<file path="config.mk">
export PLATFORM = sky130hd
export DESIGN_NAME = module_bin_to_bcd_seq
export DESIGN_NICKNAME = d
export VERILOG_FILES = /design/src/rtl/bcd_pkg.sv /design/src/rtl/module_bcd_add3.sv /design/src/rtl/module_bin_to_bcd_seq.sv
export SDC_FILE = /design/constraint.sdc
export NUM_CORES = 1
export LEC_CHECK = 0
export BUFFER_PORTS_ARGS = -buffer_cell sky130_fd_sc_hd__buf_4
export CAP_MARGIN = 20
export CORE_UTILIZATION = 40
export DETAILED_ROUTE_END_ITERATION = 7
export PLACE_DENSITY_LB_ADDON = 0.12
export SLEW_MARGIN = 40
export SYNTH_ARGS = -nofsm -noshare
export SYNTH_HDL_FRONTEND = slang
export SYNTH_SLANG_ARGS = --single-unit
</file>
<file path="constraint.sdc">
create_clock -name i_clk -period 5.8 [get_ports i_clk]
set_clock_uncertainty 0.15 [all_clocks]
set_input_delay 0.87 -clock i_clk [delete_from_list [all_inputs] [get_ports i_clk]]
set_output_delay 0.87 -clock i_clk [all_outputs]
set_load 0.02 [all_outputs]
</file>
<file path="src/rtl/bcd_pkg.sv">
// bcd_pkg: shared FSM states and digit-count helper for the binary-to-BCD converter
package bcd_pkg;
   typedef enum logic [1:0] {S_IDLE, S_SHIFT, S_DONE} state_t;
   function automatic int bcd_digits_for(input int width);
      int d = 0;
      for (longint unsigned m = (64'd1 << width) - 64'd1; m != 0; m = m / 10) d++;
      return d;
   endfunction
endpackage

</file>
<file path="src/rtl/module_bcd_add3.sv">
// module_bcd_add3: double-dabble digit correction, adds 3 when the digit exceeds 4
module module_bcd_add3 (
   input  logic [3:0] d,
   output logic [3:0] q
);
   assign q = d > 4'd4 ? d + 4'd3 : d;
endmodule

</file>
<file path="src/rtl/module_bin_to_bcd_seq.sv">
// module_bin_to_bcd_seq: one-iteration-per-clock double-dabble converter with sign and blanking
module module_bin_to_bcd_seq
   import bcd_pkg::*;
#(
   parameter int BIN_W  = 12,
   parameter int DIGITS = 4
) (
   input  logic                  i_clk,
   input  logic                  i_rst,
   input  logic                  i_valid,
   output logic                  o_ready,
   input  logic [BIN_W-1:0]      i_bin,
   input  logic                  i_signed,
   output logic                  o_valid,
   input  logic                  i_ready,
   output logic [4*DIGITS-1:0]   o_bcd,
   output logic                  o_neg,
   output logic [DIGITS-1:0]     o_blank
);
   localparam int CNT_W = $clog2(BIN_W);
   localparam int BCD_W = 4 * DIGITS;
   localparam logic [DIGITS-1:0] BLANK_RST = {DIGITS{1'b1}} ^ DIGITS'(1);
   if (BIN_W < 2 || DIGITS < bcd_digits_for(BIN_W)) begin : g_bad_params
      $error("module_bin_to_bcd_seq: DIGITS too small for BIN_W");
   end
   state_t            state;
   logic [CNT_W-1:0]  cnt;
   logic [BIN_W-1:0]  bin_sr, bin_n, mag;
   logic [BCD_W-1:0]  acc, adj, acc_n;
   logic              neg, neg_in, z;
   logic [DIGITS-1:0] blank_n;
   assign neg_in = i_signed & i_bin[BIN_W-1];
   assign mag    = neg_in ? ~i_bin + 1'b1 : i_bin;
   for (genvar g = 0; g < DIGITS; g++) begin : g_add3
      module_bcd_add3 u_add3 (.d(acc[4*g +: 4]), .q(adj[4*g +: 4]));
   end
   assign {acc_n, bin_n} = {adj, bin_sr} << 1;
   always_comb begin
      blank_n = '0;
      z = 1'b1;
      for (int d = DIGITS - 1; d >= 1; d--) begin
         z = z & (acc_n[4*d +: 4] == 4'd0);
         blank_n[d] = z;
      end
   end
   always_ff @(posedge i_clk or posedge i_rst) begin
      if (i_rst) begin
         state   <= S_IDLE;
         o_ready <= 1'b1;
         o_valid <= 1'b0;
         o_bcd   <= '0;
         o_neg   <= 1'b0;
         o_blank <= BLANK_RST;
         cnt     <= '0;
         bin_sr  <= '0;
         acc     <= '0;
         neg     <= 1'b0;
      end else begin
         case (state)
            S_IDLE: if (i_valid) begin
               bin_sr  <= mag;
               neg     <= neg_in;
               acc     <= '0;
               cnt     <= '0;
               o_ready <= 1'b0;
               state   <= S_SHIFT;
            end
            S_SHIFT: begin
               acc    <= acc_n;
               bin_sr <= bin_n;
               cnt    <= cnt + 1'b1;
               if (cnt == CNT_W'(BIN_W - 1)) begin
                  state   <= S_DONE;
                  o_valid <= 1'b1;
                  o_bcd   <= acc_n;
                  o_neg   <= neg & (acc_n != '0);
                  o_blank <= blank_n;
               end
            end
            S_DONE: if (i_ready) begin
               state   <= S_IDLE;
               o_valid <= 1'b0;
               o_ready <= 1'b1;
            end
            default: state <= S_IDLE;
         endcase
      end
   end
endmodule

</file>
After elaboration in Yosys (flattened, before gate mapping)
Index checks and enable logic that the tools add are counted.

word-level totals
  memory bits (read-only) = 0
  memories = 0
  bits in latches = 0
  register bits = 57
  logic and storage cells = 66
  output and inout bits = 23
  bits of input ports = 17
  bits in writable memories = 0

cells by class
  order comparisons = 4
  reduce and logical (&&, ||, !) cells = 14
  equal/unequal tests = 6
  div/mod/pow operators = 0
  shift-type cells = 0
  muxes and demuxes = 21
  multipliers = 0
  bitwise operators = 5
  add/subtract/negate cells = 6

operators with widths
  kind                   count
  $pmux 16 s2            1
  $mux 12                2
  $pmux 12 s2            1
  $gt 4x3->1 const B     4
  $mux 16                1
  $mux 4                 4
  $reduce_bool 16->1     1
  $add 12x1->12 const B  1
  $add 4x2->4 const B    3
  $logic_not 4->1        3
  $not 12->12            1
  $reduce_and 3->1       3
  $pmux 4 s2             1
  $mux 2                 3
  $ne 2x2->1 const B     3
  $pmux 2 s3             1
  $reduce_and 2->1       3
  $reduce_bool 2->1      3
  $add 4x1->4 const B    1
  $and 1x1->1            4
  $eq 4x4->1 const B     1
  $mux 1                 4
  $pmux 1 s2             2
  $add 3x2->3 const B    1
  other kinds (4)        4

Depth between registers and ports, before layout
Gate-level depths: netlist of run 1.

  depth after elaboration = 5
  mapped depth = 7
  gate-level depth less buffers = 7

Modules after synthesis
From an unflattened synthesis of run 1, not the netlist that was laid out.

second synthesis, totals
  cell total of the unflattened synthesis = 342
  area total of the unflattened synthesis = 3020.4 µm²

modules (own cells, without submodules)
  module                 cells an instance  area each (µm²)  sequential area each (µm²)  times used
  module_bin_to_bcd_seq  282                2605.0           1431.4                      1
  module_bcd_add3        15                 103.8            0.0                         4

Least setup slack after synthesis of run 1
Ideal clock, no wire load.

  path kind = input to register
  from = input i_bin[8]
  to = register bin_sr[10]
  setup time = 0.128 ns
  slack = 3.729 ns
  path buffers = 0
  data required time = 5.522 ns
  cell stages on the path = 4
  data arrival time = 1.794 ns
  cell sequence = or4_1 > o21a_1 > xnor2_1 > a21oi_1

on the way
  longest elaborated chain between the ends = 5

ends and longest elaborated chain
  item                  line                         text
  from (decl)           module_bin_to_bcd_seq.sv:12  input logic [BIN_W-1:0] i_bin,
  $not 12->12           module_bin_to_bcd_seq.sv:33  assign mag = neg_in ? ~i_bin + 1'b1 : i_bin;
  $add 12x1->12         module_bin_to_bcd_seq.sv:33
  $mux 12               module_bin_to_bcd_seq.sv:33
  $mux 12               module_bin_to_bcd_seq.sv:60  S_IDLE: if (i_valid) begin
  $pmux 12 s2           module_bin_to_bcd_seq.sv:59  case (state)
  to (signal assigned)  module_bin_to_bcd_seq.sv:61  bin_sr <= mag;
  to (signal assigned)  module_bin_to_bcd_seq.sv:70  bin_sr <= bin_n;
  to (decl)             module_bin_to_bcd_seq.sv:28  logic [BIN_W-1:0] bin_sr, bin_n, mag;

Every way passes these cells. The select of a mux whose other input is x is not followed.
A chain may end at the register's enable or synchronous reset.

Worst setup path after layout of run 1
  from = register state[0]
  to = register o_blank[3]

on the way
  longest elaborated chain between the ends = 2

ends and longest elaborated chain
  item                               line                         text
  from (decl)                        module_bin_to_bcd_seq.sv:26  state_t state;
  from (signal assigned)             module_bin_to_bcd_seq.sv:48  state <= S_IDLE;
  from (signal assigned)             module_bin_to_bcd_seq.sv:66  state <= S_SHIFT;
  from (signal assigned)             module_bin_to_bcd_seq.sv:73  state <= S_DONE;
  $eq 2x1->1                         module_bin_to_bcd_seq.sv:59
  $reduce_and 2->1 (no source line)  --
  to (signal assigned)               module_bin_to_bcd_seq.sv:77  o_blank <= blank_n;
  to (decl)                          module_bin_to_bcd_seq.sv:18  output logic [DIGITS-1:0] o_blank

Every way passes these cells.

==> metrics, run 1 <==
First-pass DRT Iterations=4; Worst EP arrival=2.39 ns; Avg Cell Area, Syn=9.52 um^2; Die Wd=87.7 um; Period Utilization, post-route=0.397; die area=7700 um^2; total of max-cap violations=0; die height=87.7 um; worst endpoint required time=5.88 ns; fillers=663; htree depth=3; VDD IR-drop max=0.157 mV; post-synth top area cell=dfrtp_1; Vias/cell=5.14; Final TNS setup=0 ns; fin nets=375; actual slew at the worst max-slew pin=0.717 ns; crit end category=flop; DRT antenna net count=0; Setup WS post-layout=3.50 ns; Design Power=1.98 mW; async set-reset flop share out of synthesis=1.00; drt drc=0; Initial Util=0.423; RSZ-0062 raised after global routing=false; Synth top area share=0.451; Worst setup SP type=flop; LEAKAGE=1.63 nW; Post-CTS Setup Bufs=0; Final Hold Viols=0; initial antenna violation count=0; Mapped Nets=336; critical path fanouts, max=21; clock buffer depth=2; hold buffer count at cts=0; Yosys warnings=0; Synth Register Bits=57; Total Wirelength=6190 um; Num CTS Buffers=9; slew margin rel.=0.522; grt total ovfl=0; fin. max-slew vios=0; drt initial violations=73; largest net degree at the start of global routing=58; RePlAce Congestion=0.780; Final setup viols=0; P per Cell Area=568 nW/um^2; leading register cell type out of synthesis=dfrtp_1; Seq/Total Area, Yosys=0.487; outcome=complete, no violations; clock root buffer master=clkbuf_8; Netlist cell types=51; num rows=30; CTS tree=built; I/O pin count=40; ratio of cells with drive above 1 in the final layout=0.207; Skew-Pair Late Insertion Delay=0.34 ns; Post-synth EDFFs=0; path type of the worst setup path=flop to flop; Ant. Diodes=0; number of buffers added on ports=38; Synth Instances=309; HP Class=flop to flop; CTS clk-pin slew, worst paths=0.07 ns; post-place setup slack=3.47 ns; GRT Overall Usage=0.183; post_cts resized=0; via count=2310; vias in the first global route=2165; clock sink total=57; synthesis-to-layout area growth=18.6%; fmax=0.434 GHz; first-pass GRT wire length=10500 um; Core Footprint=6940 um^2; top cells by area, synth=dfrtp_1 45%, nand2_1 6.4%, o21ai_0 5.6%, ha_1 4.3%, dfstp_2 3.6%; fin crit period=2.30 ns; Post-Syn Area=2940 um^2; hpwl dp=4310 um; routed length per instance=13.8 um
## where the power goes
group	total (mW)	internal [mW]	leakage (nW)	switching, mW
clock	0.327	0.176	0.0932	0.151
combinational	0.932	0.391	0.837	0.541
sequential	0.722	0.584	0.704	0.138
total	1.98	1.15	1.63	0.829
## placed cells by master (no fill, tap or decap), types with 10 or more instances in the layout
| cell type | count |
|---|---|
| nor2_1 | 20 |
| clkbuf_8 | 11 |
| o21ai_0 | 33 |
| a21oi_1 | 14 |
| ha_1 | 10 |
| o22ai_1 | 10 |
| nand2_1 | 50 |
| inv_1 | 17 |
| buf_4 | 40 |
| dfrtp_1 | 53 |
| xnor2_1 | 10 |
## kinds of logic after synthesis
kind of cell | after synthesis | share of synthesized area
simple gates | 95 | 0.153
compound gates | 92 | 0.199
flops | 57 | 0.487
buf+inv | 31 | 0.0438
xor+xnor | 14 | 0.0417
fa+ha+maj | 10 | 0.0426
mux | 9 | 0.0315
other cells | 1 | 0.00128
## critical path, stage by stage, from the launching register on
cell and delay [ns]:
dfrtp_1 0.53, inv_1 0.19, nor2_1 0.13, buf_4 0.25, nand2_1 0.45, o41ai_1 0.48
## stage by stage
| stage | cell area, um^2 | hold slack, ns | instances | util |
|---|---|---|---|---|
| after floorplan | 2940 | 0.300 | 309 | - |
| after global placement | 3300 | 0.309 | 433 | 0.476 |
| after detailed placement | 3310 | 0.314 | 433 | 0.477 |
| after CTS | 3490 | 0.326 | 449 | 0.502 |
| after global routing | 3490 | 0.349 | 449 | 0.502 |
| final | 3490 | 0.325 | 449 | 0.502 |
## worst paths after layout
check	start	to	slack [ns]	cells past startpoint
worst max register to register	state[0]	o_blank[3]	3.50	5
min in group asynchronous	i_rst	state[0]	0.58	3
max in group asynchronous	i_rst	cnt[2]	4.43	3
worst max-delay path	state[0]	o_blank[3]	3.50	5
worst min-delay path	o_bcd[12]	o_bcd[12]	0.32	2
worst min register to register	o_bcd[12]	o_bcd[12]	0.32	2
## registers in the layout, indices dropped and copies added, names as in the netlist
register and flops:
acc 16, o_bcd 16, bin_sr 12, cnt 4, o_blank 3, state 2
neg 1, o_neg 1, o_ready 1, o_valid 1
## cells in the mapped netlist (4+ instances only)
master and n:
o22ai_1 10, o21ai_0 33, dfstp_2 4, nand3_1 5
a22oi_1 6, dfrtp_1 53, nand2_1 50, clkbuf_1 6
a21oi_1 15, buf_2 4, nor2_1 20, xor2_1 4
a22o_1 7, nor2b_1 4, ha_1 10, mux2i_1 7
xnor2_1 10, inv_1 18
## final cells by class
type                    count  area [um^2]  share of cell area
multi-input cells         221         1390               0.399
inverters                  19         71.3              0.0204
clock inverters             3         15.0             0.00430
repair buffers             40          300              0.0861
well taps                  96          120              0.0344
clock buffers              13          159              0.0456
flip-flops and latches     57         1430               0.410
## per-layer routing
metal	vias to the layer above	part of all wire	GRT usage
met5	-	0	0
met4	0	0.021	0.103
met3	9	0.034	0.0339
met2	43	0.46	0.285
met1	1094	0.48	0.240
li1	1164	-	-
No activity file was read; power rests on OpenSTA's default activity.
==> run 2, diff against run 1 <==
--- a/config.mk
+++ b/config.mk
@@ -5,6 +5,7 @@
 export SDC_FILE = /design/constraint.sdc
 export NUM_CORES = 1
 export LEC_CHECK = 0
+export ABC_AREA = 1
 export BUFFER_PORTS_ARGS = -buffer_cell sky130_fd_sc_hd__buf_4
 export CAP_MARGIN = 20
 export CORE_UTILIZATION = 40
==> constraint.sdc (replaced) <==
create_clock -name i_clk -period 2.06 [get_ports i_clk]
set_clock_uncertainty 0.15 [all_clocks]
set_input_delay 0.309 -clock i_clk [delete_from_list [all_inputs] [get_ports i_clk]]
set_output_delay 0.309 -clock i_clk [all_outputs]
set_load 0.02 [all_outputs]
==> run 2 against run 1 <==
  * Setup slack got worse by 3.3 ns
  * Sequential share of layout area fell by 2.3 points
  * Non-clock buffer count rose by 3
  * Global-route usage fell by 1.1 points
  * Wire length rose by 3.6%
  * Cell count rose by 17%
  * Highest routed layer unchanged
  * Synthesized cell count rose by 22%
  * Critical path depth rose by 8
  * Synthesized area rose by 6.0%
  * Hold slack got worse by 0.22 ns
  * Clock power rose to 3.0 times the previous value
==> metrics, run 2 <==
most frequent cells in the layout=107 x nand2_1, 53 x inv_1, 53 x dfrtp_1, 40 x buf_4, 23 x nand3_1; R2R Path Start=acc[4]; top cells by area, synth=dfrtp_1 43%, nand2_1 13%, inv_1 6.5%, ha_1 4.0%, nand3_1 3.7%; Setup WS post-layout=0.214 ns; Finished Layout Cells=526; htree depth=3; Final TNS setup=0 ns; worst-path cell chain=inv_1, ha_1, inv_1, nand2_1, nand2_1, nand2_1, nand2_1, nor2_1, nand2_1, nor2_1, nand2_1, nand2_1, nand2_1; fillers=747; via count=2512; ratio of cells with drive above 1 in the final layout=0.208; RSZ-0062 raised after global routing=false; hpwl dp=4660 um; die area=8150 um^2; Crit path largest cell delay=0.39 ns; worst r2r path cells=13; post-place setup slack=0.193 ns; fmax=0.542 GHz; most frequent CP cell=nand2_1; die height=90.3 um; Period Utilization, post-route=0.896; Worst setup SP type=flop; DP Area=3480 um^2; VDD IR-drop max=0.412 mV; Worst Setup SP=acc[4]; Netlist cell types=34; Synth Register Bits=57; HP Class=primary input to flop; drt drc=0; Mapped Nets=404; Initial Util=0.421; Largest regs=acc x16, o_bcd x16, bin_sr x12; vias in the first global route=2389; Vias/cell=4.78; fin nets=449; Post-Syn Area=3120 um^2; R2R Setup Slk=0.21 ns; number of buffers added on ports=38; total of max-cap violations=0; Avg Cell Area, Syn=8.26 um^2; largest net degree at the start of global routing=39; initial antenna violation count=0; crit path to=o_neg; outcome=complete, no violations; LEAKAGE=1.90 nW; Num CTS Buffers=9; Synth top area share=0.426; async set-reset flop share out of synthesis=1.00; path type of the worst setup path=flop to flop; Core Footprint=7410 um^2; hold-critical path depth=4; leading register cell type out of synthesis=dfrtp_1; post-route cell area=3700 um^2; first-pass GRT wire length=11200 um; Skew-Pair Late Insertion Delay=0.33 ns; Seq/Total Area, Yosys=0.459; worst endpoint required time=2.13 ns; DRT antenna net count=0; FF+latch area=1430 um^2; most common cell in the netlist=nand2_1; clock sink total=57; num rows=31; fin. max-slew vios=0; synthesis-to-layout area growth=18.7%; Total Wirelength=6410 um; crit end category=flop; Post-synth EDFFs=0; P per Cell Area=1560 nW/um^2; fin crit period=1.85 ns; worst flop-to-flop path endpoint=o_neg; routed length per instance=12.2 um; First-pass DRT Iterations=4; Post-CTS Setup Bufs=0; critical path fanouts, max=5; post-synth top area cell=dfrtp_1; clock buffer depth=2; GRT Overall Usage=0.172; Synth Instances=377; Final setup viols=0; Post-Place Cells=508; grt total ovfl=0; Yosys warnings=0; Die Wd=90.3 um; drt initial violations=117; Worst EP arrival=1.92 ns; clock root buffer master=clkbuf_8; multi-input logic area=1370 um^2; I/O pin count=40; commonest cells in the netlist=107 x nand2_1, 54 x inv_1, 53 x dfrtp_1; RePlAce Congestion=0.832; CTS tree=built; Slowest-stage cell, CP=dfrtp_1; Final Hold Viols=0; CTS clk-pin slew, worst paths=0.06 ns; leading cell type in the layout, fill and taps excluded=nand2_1; Ant. Diodes=0
-- run 2: cell count changes after synthesis, sizes merged, moves of 5 or more --
| cell | delta |
|---|---|
| o21ai | -5 |
| nor2 | +5 |
| a22o | -7 |
| xnor2 | -10 |
| nand2 | +60 |
| nand3 | +19 |
| a21oi | -10 |
| mux2i | -7 |
| inv | +41 |
| clkbuf | -5 |
-- run 2: routing by layer --
layer	up-vias	track usage	wire, um
li1	1305	-	-
met5	-	0	0
met1	1160	0.219	3080
met2	43	0.281	3070
met3	4	0.0438	211
met4	0	0.0672	42
-- run 2: power breakdown --
part           switching (mW)  internal (mW)  leakage, nW  total [mW]
clock                   0.412          0.564        0.102       0.976
sequential              0.303           1.62        0.710        1.93
combinational            1.81           1.06         1.09        2.87
total                    2.53           3.25         1.90        5.77
-- run 2: worst min-delay path by stage --
stage | slack [ns] | startpoint | end
2_1_floorplan | 0.25 | i_ready | state[1]
3_3_place_gp | 0.21 | i_rst | cnt[3]
3_5_place_dp | 0.21 | i_rst | cnt[3]
4_1_cts | 0.09 | i_bin[10] | bin_sr[10]
5_1_grt | 0.11 | i_bin[10] | bin_sr[10]
6_report | 0.10 | i_bin[10] | bin_sr[10]
-- run 2: stage by stage --
step	util	hold WS, ns	total power [mW]
after floorplan	-	0.245	4.07
after global placement	0.470	0.210	4.79
after detailed placement	0.470	0.206	4.83
after CTS	0.499	0.0901	5.84
after global routing	0.499	0.108	6.33
final	0.499	0.102	5.77
-- run 2: worst max-delay path: cells and delay by family, from the launching register on --
family        cells  cell delay, ns
simple gates     10            0.82
fa+ha+maj         1            0.19
flops             1            0.39
buf+inv           2            0.19
-- run 2: kinds of logic after synthesis --
logic type | synth area share
xor gates and xnor gates | 0.0169
DFF | 0.459
adders and majority gates | 0.0402
buffers and inverters | 0.100
AOI/OAI and AO/OA | 0.141
other | 0.00120
and+or+nand+nor | 0.241
-- run 2: layout make-up --
| class | instances | share of cell area |
|---|---|---|
| inverter | 60 | 0.0636 |
| clock inverter | 2 | 0.00271 |
| sequential | 57 | 0.387 |
| clock buffer | 14 | 0.0494 |
| multi-input combinational | 251 | 0.372 |
| tap | 99 | 0.0335 |
| timing repair buffer | 43 | 0.0920 |
-- run 2: repair_timing --
item	CTS	global route
resized for setup	0	1
setup endpoints to repair	0	3
hold buffers	2	0
endpoints found under the hold margin	19	0
==> run 3, diff against run 2 <==
--- a/config.mk
+++ b/config.mk
@@ -14,4 +14,5 @@
 export SLEW_MARGIN = 40
 export SYNTH_ARGS = -nofsm -noshare
 export SYNTH_HDL_FRONTEND = slang
+export SYNTH_HIERARCHICAL = 1
 export SYNTH_SLANG_ARGS = --single-unit
==> run 3 against run 2 <==
  * Sequential share of layout area is 0.36 points lower
  * Global-route usage fell by 0.10 points
  * Combinational power shrank 3%
  * Sequential cell count did not move
  * Wire length decreased by 0.34%
==> metrics, run 3 <==
LEAKAGE=1.97 nW; number of buffers added on ports=38; die area=8100 um^2; leading cell type in the layout, fill and taps excluded=nand2_1; clock root buffer master=clkbuf_8; Mapped Nets=434; outcome=complete, no violations; worst endpoint required time=2.13 ns; Initial Util=0.421; Design Power=5.64 mW; fillers=754; via count=2661; num rows=31; drt drc=0; largest net degree at the start of global routing=58; CTS clk-pin slew, worst paths=0.06 ns; Yosys warnings=6; RePlAce Congestion=0.756; Final Hold Viols=0; ratio of cells with drive above 1 in the final layout=0.187; DRT antenna net count=0; first-pass GRT wire length=11200 um; Period Utilization, post-route=0.901; initial antenna violation count=0; Num CTS Buffers=9; Core Footprint=7370 um^2; worst path bufs/invs=3; most frequent CP cell=nand2_1; die height=90.0 um; Vias/cell=4.76; Post-Syn Area=3100 um^2; fin. max-slew vios=0; Synth Instances=407; CTS tree=built; GRT Overall Usage=0.171; hpwl dp=4660 um; clock buffer depth=2; routed length per instance=11.4 um; Die Wd=90.0 um; Skew-Pair Late Insertion Delay=0.33 ns; htree depth=3; drt initial violations=124; Slowest-stage cell, CP=dfrtp_1; Final Util=0.506; VDD IR-drop max=0.428 mV; worst hold margin=0.0219 ns; Crit path largest cell delay=0.41 ns; grt total ovfl=0; First-pass DRT Iterations=4; Worst EP arrival=1.92 ns; fmax=0.539 GHz; Total Wirelength=6390 um; post-route cell area=3730 um^2; synthesis-to-layout area growth=20.4%; Avg Cell Area, Syn=7.61 um^2; most frequent cells in the layout=134 x nand2_1, 56 x inv_1, 53 x dfrtp_1, 43 x buf_4, 36 x nand3_1; Ant. Diodes=0; I/O pin count=40; fin nets=482; crit end category=flop; crit-path leading delay family=simple AND/OR/NAND/NOR gates; R2R Setup Slk=0.20 ns; Final setup viols=0; critical path fanouts, max=4; clock sink total=57; Worst setup SP type=flop; HP Class=primary input to flop; FF+latch area=1430 um^2; path type of the worst setup path=flop to flop; total of max-cap violations=0; Largest regs=acc x16, o_bcd x16, bin_sr x12; fin crit period=1.86 ns; DP Area=3530 um^2; P per Cell Area=1510 nW/um^2; multi-input logic area=1370 um^2; worst-path cell chain=inv_2, ha_2, inv_1, nand2_2, nand2_1, nand2_1, nand2_1, inv_1, nand4_1, nor2_2, nand2_1, nand3_1, nand2_1; vias in the first global route=2556
[run 3: changes by cell type in the layout (fill, tap and decap cells not counted), moves of 4 or more]
cell     delta
a21oi_1     -4
inv_2       +4
nand2_1    +27
nand3_1    +13
nor2_1      -4
o21ai_0    +20
o21ai_2     -8
o22ai_1    -13
xor2_1      -4
[run 3: cell type report]
class | count | area share
well taps | 99 | 0.0332
flip-flops and latches | 57 | 0.384
repair buffers | 47 | 0.105
clock buffers | 13 | 0.0426
clock inverters | 3 | 0.00402
inverters | 64 | 0.0644
multi-input cells | 276 | 0.367
[run 3: per-layer routing]
| metal | global-route usage | routed length, um | vias to the layer above | part of all wire |
|---|---|---|---|---|
| li1 | - | - | 1386 | - |
| met1 | 0.210 | 3020 | 1219 | 0.47 |
| met2 | 0.294 | 3070 | 45 | 0.48 |
| met3 | 0.0254 | 182 | 11 | 0.028 |
| met4 | 0.0806 | 122 | 0 | 0.019 |
| met5 | 0 | 0 | - | 0 |
[run 3: repair_timing]
action / CTS / global route
endpoints found under the hold margin: 53 / 0
hold buffers: 1 / 0
setup buffers: 0 / 2
setup endpoints to repair: 0 / 3
gates resized for setup: 0 / 5
[run 3: report_power, final]
part / switching (mW) / leakage (nW) / internal, mW
registers: 0.345 / 0.715 / 1.63
clock network: 0.407 / 0.0932 / 0.496
logic: 1.70 / 1.16 / 1.06
[run 3: final timing paths]
kind                         start          to  cells after the start
max                         acc[8]       o_neg                     13
min                        i_ready    state[1]                      2
max reg2reg                 acc[8]       o_neg                     13
min reg2reg                o_ready     o_ready                      2
max in group asynchronous    i_rst  o_blank[3]                      4
min in group asynchronous    i_rst      acc[0]                      4
[run 3: through the flow]
step | setup TNS (ns) | setup slack (ns) | std cells
2_1_floorplan | 0 | 0.208 | 407
3_5_place_dp | 0 | 0.129 | 540
6_report | 0 | 0.204 | 559
4_1_cts | 0 | 0.121 | 557
5_1_grt | -0.00209 | -0.00209 | 559
3_3_place_gp | 0 | 0.125 | 540
